**config.mk**
```make
export PLATFORM = sky130hd
export DESIGN_NAME = rll16_key_loader_flat
export DESIGN_NICKNAME = d
export VERILOG_FILES = /design/src/rtl/rll16_key_loader_if.sv /design/src/rtl/rll16_key_loader.sv /design/src/flat_wrapper.sv
export SDC_FILE = /design/constraint.sdc
export NUM_CORES = 1
export LEC_CHECK = 0
export CAP_MARGIN = 20
export CORE_MARGIN = 8
export CORE_UTILIZATION = 50
export CTS_BUF_LIST = sky130_fd_sc_hd__clkbuf_8 sky130_fd_sc_hd__clkbuf_16
export DETAILED_ROUTE_END_ITERATION = 12
export GPL_TIMING_DRIVEN = 0
export PLACE_DENSITY_LB_ADDON = 0.2
export SETUP_SLACK_MARGIN = 0.15
export SYNTH_ARGS = -nofsm -noshare
export SYNTH_HDL_FRONTEND = slang
export SYNTH_SLANG_ARGS = --single-unit
```
**constraint.sdc**
```tcl
create_clock -name clk -period 2.1 [get_ports clk]
set_clock_uncertainty 0.1 [all_clocks]
set_input_delay 0.42 -clock clk [delete_from_list [all_inputs] [get_ports clk]]
set_output_delay 0.42 -clock clk [all_outputs]
set_load 0.005 [all_outputs]
```
**src/rtl/rll16_key_loader_if.sv**
```systemverilog
// Key-delivery bus between the provisioning port and the key loader.
// The master drives the serial frame; the slave (loader) returns the committed key and status.
interface rll16_key_loader_if #(
  parameter int KEY_W = 16
);
  logic             key_start;
  logic             bit_vld;
  logic             key_sdi;
  logic [KEY_W-1:0] key_out;
  logic             key_valid;
  logic             busy;
  logic             load_err;
  logic             lockout;

  modport master (
    output key_start, bit_vld, key_sdi,
    input  key_out, key_valid, busy, load_err, lockout
  );

  modport slave (
    input  key_start, bit_vld, key_sdi,
    output key_out, key_valid, busy, load_err, lockout
  );
endinterface

```
**src/rtl/rll16_key_loader.sv**
```systemverilog
// Serial key loader: shifts in a key plus a 4-bit nibble-XOR checksum, commits verified keys,
// and locks out after MAX_FAILS consecutive checksum failures.
//
// state     | meaning
// ----------+----------------------------------------------------------
// IDLE      | no frame in progress, no valid key
// SHIFT_KEY | accepting KEY_W key bits, MSB first
// SHIFT_CHK | accepting 4 checksum bits, MSB first
// CHECK     | one cycle: compare checksum, commit key or flag error
// LOADED    | key_out holds a verified key
// LOCKOUT   | too many failures; absorbing until reset
module rll16_key_loader #(
  parameter int KEY_W     = 16,
  parameter int MAX_FAILS = 3
) (
  input  logic              clk,
  input  logic              rst_n,
  rll16_key_loader_if.slave bus
);

  localparam int CNT_W = $clog2(KEY_W);

  typedef enum logic [2:0] {
    S_IDLE,
    S_SHIFT_KEY,
    S_SHIFT_CHK,
    S_CHECK,
    S_LOADED,
    S_LOCKOUT
  } state_t;

  state_t           state, state_nxt;
  logic [KEY_W-1:0] shreg;
  logic [3:0]       chk_sr;
  logic [CNT_W-1:0] bit_cnt;
  logic [3:0]       fail_cnt;
  logic [3:0]       fail_inc;
  logic [3:0]       chk_calc;
  logic             last_key, last_chk;
  logic             start_acc, shift_key, shift_chk, commit, fail;
  logic             busy_nxt;

  always_comb begin
    chk_calc = 4'd0;
    for (int i = 0; i < KEY_W / 4; i++) begin
      chk_calc = chk_calc ^ shreg[4*i +: 4];
    end
  end

  assign last_key = (bit_cnt == CNT_W'(KEY_W - 1));
  assign last_chk = (bit_cnt == CNT_W'(3));
  assign fail_inc = fail_cnt + 4'd1;

  always_comb begin
    state_nxt = state;
    start_acc = 1'b0;
    shift_key = 1'b0;
    shift_chk = 1'b0;
    commit    = 1'b0;
    fail      = 1'b0;
    case (state)
      S_IDLE, S_LOADED: begin
        if (bus.key_start) begin
          start_acc = 1'b1;
          state_nxt = S_SHIFT_KEY;
        end
      end
      S_SHIFT_KEY: begin
        // a restart takes priority over a coincident data bit
        if (bus.key_start) begin
          start_acc = 1'b1;
        end else if (bus.bit_vld) begin
          shift_key = 1'b1;
          if (last_key) state_nxt = S_SHIFT_CHK;
        end
      end
      S_SHIFT_CHK: begin
        if (bus.key_start) begin
          start_acc = 1'b1;
          state_nxt = S_SHIFT_KEY;
        end else if (bus.bit_vld) begin
          shift_chk = 1'b1;
          if (last_chk) state_nxt = S_CHECK;
        end
      end
      S_CHECK: begin
        if (chk_calc == chk_sr) begin
          commit    = 1'b1;
          state_nxt = S_LOADED;
        end else begin
          fail      = 1'b1;
          state_nxt = (fail_inc == 4'(MAX_FAILS)) ? S_LOCKOUT : S_IDLE;
        end
      end
      S_LOCKOUT: state_nxt = S_LOCKOUT;
      default:   state_nxt = S_IDLE;
    endcase
  end

  assign busy_nxt = (state_nxt == S_SHIFT_KEY) || (state_nxt == S_SHIFT_CHK) ||
                    (state_nxt == S_CHECK);

  always_ff @(posedge clk or negedge rst_n) begin
    if (!rst_n) begin
      state         <= S_IDLE;
      shreg         <= '0;
      chk_sr        <= 4'd0;
      bit_cnt       <= '0;
      fail_cnt      <= 4'd0;
      bus.key_out   <= '0;
      bus.key_valid <= 1'b0;
      bus.busy      <= 1'b0;
      bus.load_err  <= 1'b0;
      bus.lockout   <= 1'b0;
    end else begin
      state        <= state_nxt;
      bus.busy     <= busy_nxt;
      bus.lockout  <= (state_nxt == S_LOCKOUT);
      bus.load_err <= fail;
      if (start_acc) begin
        shreg         <= '0;
        chk_sr        <= 4'd0;
        bit_cnt       <= '0;
        bus.key_out   <= '0;
        bus.key_valid <= 1'b0;
      end else if (shift_key) begin
        shreg   <= {shreg[KEY_W-2:0], bus.key_sdi};
        bit_cnt <= last_key ? '0 : bit_cnt + CNT_W'(1);
      end else if (shift_chk) begin
        chk_sr  <= {chk_sr[2:0], bus.key_sdi};
        bit_cnt <= last_chk ? '0 : bit_cnt + CNT_W'(1);
      end else if (commit) begin
        bus.key_out   <= shreg;
        bus.key_valid <= 1'b1;
        fail_cnt      <= 4'd0;
      end else if (fail) begin
        // failed material is scrubbed so nothing partial survives into IDLE/LOCKOUT
        fail_cnt      <= fail_inc;
        shreg         <= '0;
        chk_sr        <= 4'd0;
        bus.key_out   <= '0;
        bus.key_valid <= 1'b0;
      end
    end
  end

endmodule

```
**src/flat_wrapper.sv**
```systemverilog
// flat-port wrapper written by rule: the top's interface ports become plain ports
module rll16_key_loader_flat 
#(
  parameter int KEY_W     = 16,
  parameter int MAX_FAILS = 3
)
  (clk, rst_n, bus_key_start, bus_bit_vld, bus_key_sdi, bus_key_out, bus_key_valid, bus_busy, bus_load_err, bus_lockout);
  rll16_key_loader_if #(.KEY_W(KEY_W)) bus_i ();
  input  logic clk;
  input  logic rst_n;
  input wire logic [$bits(bus_i.key_start)-1:0] bus_key_start;
  input wire logic [$bits(bus_i.bit_vld)-1:0] bus_bit_vld;
  input wire logic [$bits(bus_i.key_sdi)-1:0] bus_key_sdi;
  output wire logic [$bits(bus_i.key_out)-1:0] bus_key_out;
  output wire logic [$bits(bus_i.key_valid)-1:0] bus_key_valid;
  output wire logic [$bits(bus_i.busy)-1:0] bus_busy;
  output wire logic [$bits(bus_i.load_err)-1:0] bus_load_err;
  output wire logic [$bits(bus_i.lockout)-1:0] bus_lockout;
  assign bus_i.key_start = bus_key_start;
  assign bus_i.bit_vld = bus_bit_vld;
  assign bus_i.key_sdi = bus_key_sdi;
  assign bus_key_out = bus_i.key_out;
  assign bus_key_valid = bus_i.key_valid;
  assign bus_busy = bus_i.busy;
  assign bus_load_err = bus_i.load_err;
  assign bus_lockout = bus_i.lockout;
  rll16_key_loader #(.KEY_W(KEY_W), .MAX_FAILS(MAX_FAILS)) u_core (.clk(clk), .rst_n(rst_n), .bus(bus_i));
endmodule
```
== Word level (Yosys, flattened, before mapping) ==
Cells that the tools add are included.

* Output and inout port bits: 20
* Register bits after elaboration: 51
* Word-level logic and storage cells: 96

* Eq/ne operators: 18
* Muxes and demuxes: 46
* $add $sub $neg: 2
* Reductions and logical operators: 14
* Bitwise operators: 6

{| class="wikitable"
|+ Operator list
! cell !! count
|-
| 16-bit 2-to-1 mux || 9
|-
| 4-bit 2-to-1 mux || 12
|-
| 3-bit 2-to-1 mux || 9
|-
| 1-bit 2-to-1 mux || 15
|-
| 3-bit one-hot mux with 5 select lines || 1
|-
| 3-bit by 2-bit equality test with 1-bit output, second input constant || 4
|-
| 3-bit nonzero test || 4
|-
| 4-bit bitwise XOR || 3
|-
| 3-bit equality test, second input constant || 3
|-
| 3-bit by 1-bit inequality test with 1-bit output, second input constant || 3
|-
| 3-bit AND reduction || 3
|-
| 4-bit by 1-bit adder with 4-bit output, second input constant || 2
|-
| 4-bit by 2-bit equality test with 1-bit output, second input constant || 2
|-
| 3-bit by 1-bit equality test with 1-bit output, second input constant || 2
|-
| 4-bit equality test || 1
|-
| 4-bit equality test, second input constant || 1
|-
| 2-bit by 1-bit inequality test with 1-bit output, second input constant || 2
|-
| 4-bit AND reduction || 1
|-
| 4-bit OR reduction || 1
|-
| 3-bit logical NOT || 1
|-
| 1-bit inverter || 3
|-
| 1-bit logical OR || 2
|-
| 2-bit nonzero test || 1
|-
| 2-bit OR reduction || 1
|}

== Longest topological paths before layout ==
* Depth in word-level cells: 11
* Gate-level depth with buffers: 7
* Gate-level depth less buffers: 6

== Least setup slack after synthesis ==
OpenSTA, ideal clock, no wires.

* Path kind: register to register
* From: reg u_core.shreg[3]
* To: reg u_core.bus.key_out[10]
* Setup time: 0.066 ns
* Arrival time: 1.867 ns
* Required time: 1.934 ns
* Buffers on the path: 2
* Stages on the path, launching flop included: 8
* Setup slack: 0.067 ns
* Cell sequence: dfrtp_1 > xnor3_1 > xnor2_1 > nor4_4 > and2_1 > buf_4 > buf_6 > a22o_1

* Word-level cells in the longest chain between the ends: 10
* Elaborated cells on any way between the ends: 14
* Classes of those cells: eq/ne (1); mux (8); bitwise (3); reduce/logical (2)

{| class="wikitable"
|+ RTL lines
! element !! line !! RTL
|-
| start: declaration || rll16_key_loader.sv:33 || <nowiki>logic [KEY_W-1:0] shreg;</nowiki>
|-
| start signal: assignment || rll16_key_loader.sv:127 || <nowiki>shreg <= {shreg[KEY_W-2:0], bus.key_sdi};</nowiki>
|-
| 4-bit bitwise XOR * (3 in series) || rll16_key_loader.sv:46 || <nowiki>chk_calc = chk_calc ^ shreg[4*i +: 4];</nowiki>
|-
| 4-bit equality test * || rll16_key_loader.sv:87 || <nowiki>if (chk_calc == chk_sr) begin</nowiki>
|-
| 1-bit 2-to-1 mux || rll16_key_loader.sv:87 ||
|-
| 1-bit 2-to-1 mux || rll16_key_loader.sv:61 || <nowiki>case (state)</nowiki>
|-
| 16-bit 2-to-1 mux || rll16_key_loader.sv:132 || <nowiki>end else if (commit) begin</nowiki>
|-
| 16-bit 2-to-1 mux || rll16_key_loader.sv:129 || <nowiki>end else if (shift_chk) begin</nowiki>
|-
| 16-bit 2-to-1 mux || rll16_key_loader.sv:126 || <nowiki>end else if (shift_key) begin</nowiki>
|-
| 16-bit 2-to-1 mux || rll16_key_loader.sv:120 || <nowiki>if (start_acc) begin</nowiki>
|-
| end signal: assignment || rll16_key_loader.sv:133 || <nowiki>bus.key_out <= shreg;</nowiki>
|-
| end: declaration || rll16_key_loader_if.sv:22 || <nowiki>output key_out, key_valid, busy, load_err, lockout</nowiki>
|}

Every way passes the cells marked *; elsewhere a longest branch is shown, timed or not. The select of a mux whose other input is x is not followed.
A chain may end at the register's enable or synchronous reset.

== Final worst setup path ==
* From: reg u_core.shreg[0]
* To: reg u_core.bus.key_out[12]

Same word-level chain as after synthesis.

==> key figures <==
Final layout
  • Layout cells sized above 1: 31.32%
  • Final core occ: 71.89%
  • Cell area after layout: 3351 um2
  • Fin cells: 335
  • Fill cells: between 300 and 400
  • Commonest non-fill, non-tap cell in the layout: dfrtp_1
  • Antenna diodes: 0
  • Layout net count: 288
  • Commonest non-fill, non-tap cells in the layout: dfrtp_1, nor2_1, clkdlybuf4s50_1
  • Area grow syn2layout: 39.92%

Detailed routing
  • Avg WL per Cell: 17.91 um
  • Drt via density: roughly 5.7
  • Vias: approximately 1,900
  • Final wirelength: between 6 and 7 mm
  • TritonRoute pass-1 iters: 4
  • Remaining DRCs: 0
  • Initial drt markers: around 120
  • Antenna viol nets, final: 0

Logic synthesis
  • Synth area leaders: dfrtp_1, nor2_1, a22o_1
  • Mapped Area: about 2400 um2
  • EDFF count, synth: 0
  • Post-synth ARST share: 100.0%
  • Synthesized Nets: 231
  • Netlist cell types: 43
  • Area leader, netlist: dfrtp_1
  • Cells after Synth: 223
  • Yosys Warn Count: 0
  • Most used DFF post-synth: dfrtp_1
  • Yosys reg bits: just over 50
  • Average cell area after synthesis: 10.74 um2
  • Sequential element share of the synthesized area: 53.29%
  • Synth top area share: 53.29%

Place
  • Dpl ws: -0.5028 ns
  • Final HPWL DP: 3.464 mm
  • Placed cells: approximately 300
  • Post-DP Area: 2718 um2
  • PortBufs: 24
  • GPL Wtd Cong: 0.8007

Flow run
  • Max cap viols: 0

Timing
  • Slew headroom: 65.90%
  • Final worst slack: -0.06681 ns
  • Final Hold Fails: 0
  • Final slew viol count: 0
  • Tightest Pin Transition: 0.5061 ns
  • Worst-case hold slack: 0.3818 ns
  • Final period util: 103.2%
  • Unrepaired setup endpoints after global routing: yes
  • Final setup TNS: -0.7547 ns
  • Fin crit period: 2.167 ns
  • Fmax: 461.5 MHz
  • Final setup vio count: 19

Power
  • Final Power: about 2.2 mW
  • Pleak: 1.557 nW
  • Worst vdd ir: roughly 0.53 mV
  • Power Dens Cells: 660.0 nW/um2

Setup path
  • WP data arrival: 2.31 ns
  • Crit Path Category: reg -> reg
  • Crit path max fanout: 5
  • WP data required: 2.25 ns
  • Type of origin of the critical path: flip-flop
  • Crit-path slowest cell: dfrtp_2
  • Max stage delay on crit path: 0.45 ns
  • Worst Path Buf+Inv: 3
  • Critical-path cell list: xnor3_1, xnor2_2, nor4_4, buf_4, and2_4, buf_8, clkbuf_16, a22o_1
  • Family with the most delay on the worst path: XOR/XNOR gates
  • Critical Path Sink Type: flip-flop

Clocking
  • Clk buf depth: 2
  • Clk_lat worst skew: 0.30 ns
  • Clock sinks: 51
  • CTS Buf Count: 5
  • Root Driver: clkbuf_8
  • Clk slew on worst S/H paths: approximately 0.09 ns
  • H-Tree Depth: 2
  • CTS tree: done

Floorplan
  • Core Region: 4661 um2
  • Die area: 7260 um2
  • Die Ht: 85.21 um
  • Die Wd: 85.21 um
  • # IOs: 25
  • Initial core utilization: 51.38%
  • Rows: 25

Worst hold path
  • Worst min path class: reg -> reg

Global route
  • Initial antenna violation count: 0
  • GRT Overall Usage: roughly 15%
  • Largest net degree at the start of global routing: 37
  • Overflow after GRT: 0
  • First-pass GRT wire length: around 8.8 mm
  • Number of global-route vias before repair: 1,826

Status
  • Failing checks: setup timing
  • Status: complete, but fails checks
[state kept, by name (all words and copies together), names as in the netlist]
| signal | flops |
|---|---|
| u_core.bus.key_out | 16 |
| u_core.shreg | 16 |
| u_core.bit_cnt | 4 |
| u_core.chk_sr | 4 |
| u_core.fail_cnt | 4 |
| u_core.state | 3 |
| u_core.bus.busy | 1 |
| u_core.bus.key_valid | 1 |
| u_core.bus.load_err | 1 |
| u_core.bus.lockout | 1 |
[worst reg2reg max path, cell delays in order (launching register included)]
cell	delay, ns
dfrtp_2	0.45
xnor3_1	0.39
xnor2_2	0.17
nor4_4	0.26
buf_4	0.18
and2_4	0.16
buf_8	0.13
clkbuf_16	0.15
a22o_1	0.13
[where the power goes]
part / leakage (nW) / internal, mW / switching, mW
sequential: 0.687 / 1.02 / 0.0444
combinational: 0.823 / 0.282 / 0.273
clock: 0.0474 / 0.269 / 0.321
[cell usage after synthesis, drive strengths merged, types with 2 or more instances]
| cell type | number |
|---|---|
| xor2 | 4 |
| a21oi | 4 |
| nand3 | 5 |
| a211oi | 2 |
| ha | 3 |
| xnor2 | 4 |
| dfrtp | 51 |
| o31ai | 3 |
| nor2 | 38 |
| buf | 3 |
| or2 | 2 |
| nor4 | 2 |
| nor2b | 4 |
| inv | 5 |
| mux2i | 6 |
| nand2 | 12 |
| xnor3 | 4 |
| or3 | 2 |
| nor3 | 18 |
| o21ai | 9 |
| a21o | 2 |
| clkbuf | 7 |
| and2 | 2 |
| a22o | 16 |
[kinds of logic (layout without fill, tap and decap cells)]
| kind of cell | Yosys count | after routing | synth area share, % |
|---|---|---|---|
| XOR/XNOR | 12 | 12 | 6.687 |
| buffers and inverters | 15 | 73 | 3.135 |
| multiplexers | 6 | 6 | 2.508 |
| flip-flops | 51 | 51 | 53.29 |
| AND/OR/NAND/NOR | 90 | 90 | 18.39 |
| AO/OA/AOI/OAI | 46 | 46 | 14.42 |
| adder cells (fa/ha/maj) | 3 | 3 | 1.568 |
[worst paths after layout]
kind | start | endpoint | slack (ns) | depth (start not counted)
max in group asynchronous | rst_n | u_core.shreg[0]$_DFFE_PN0P_ | 0.90 | 3
min | u_core.bus.key_valid$_DFFE_PN0P_ | u_core.bus.key_valid$_DFFE_PN0P_ | 0.38 | 1
max reg2reg | u_core.shreg[0]$_DFFE_PN0P_ | u_core.bus.key_out[12]$_DFFE_PN0P_ | -0.07 | 8
min in group asynchronous | rst_n | u_core.bit_cnt[3]$_DFFE_PN0P_ | 0.47 | 2
max | u_core.shreg[0]$_DFFE_PN0P_ | u_core.bus.key_out[12]$_DFFE_PN0P_ | -0.07 | 8
min reg2reg | u_core.bus.key_valid$_DFFE_PN0P_ | u_core.bus.key_valid$_DFFE_PN0P_ | 0.38 | 1
[routing by layer]
metal	routed length [um]	vias to the layer above	GRT usage (%)	part of all wire (%)
li1	-	903	-	-
met1	2735	962	18.77	46
met2	2901	46	24.64	48
met3	239	10	3.571	4.0
met4	125	0	7.605	2.1
met5	0	-	0	0
[final cells by class]
cell class	count	area (um2)	share of cell area, %
clock inverter	2	16.27	0.4854
inverter	5	21.27	0.6348
multi-input combinational	157	1306	38.98
sequential	51	1279	38.16
buffer	10	82.58	2.465
timing repair buffer	50	495.5	14.79
clock buffer	6	82.58	2.465
tap	54	67.56	2.016
[what timing repair did]
action                                  in CTS  in global routing
pin swaps                                   17                 31
resized for setup                           40                 42
hold endpoints to repair                    15                  0
endpoints found under the setup margin      46                 47
setup buffers                               11                 11
cloned                                       1                  1
hold buffers                                 1                  0
Note: power is estimated with default switching activity, not from simulation.
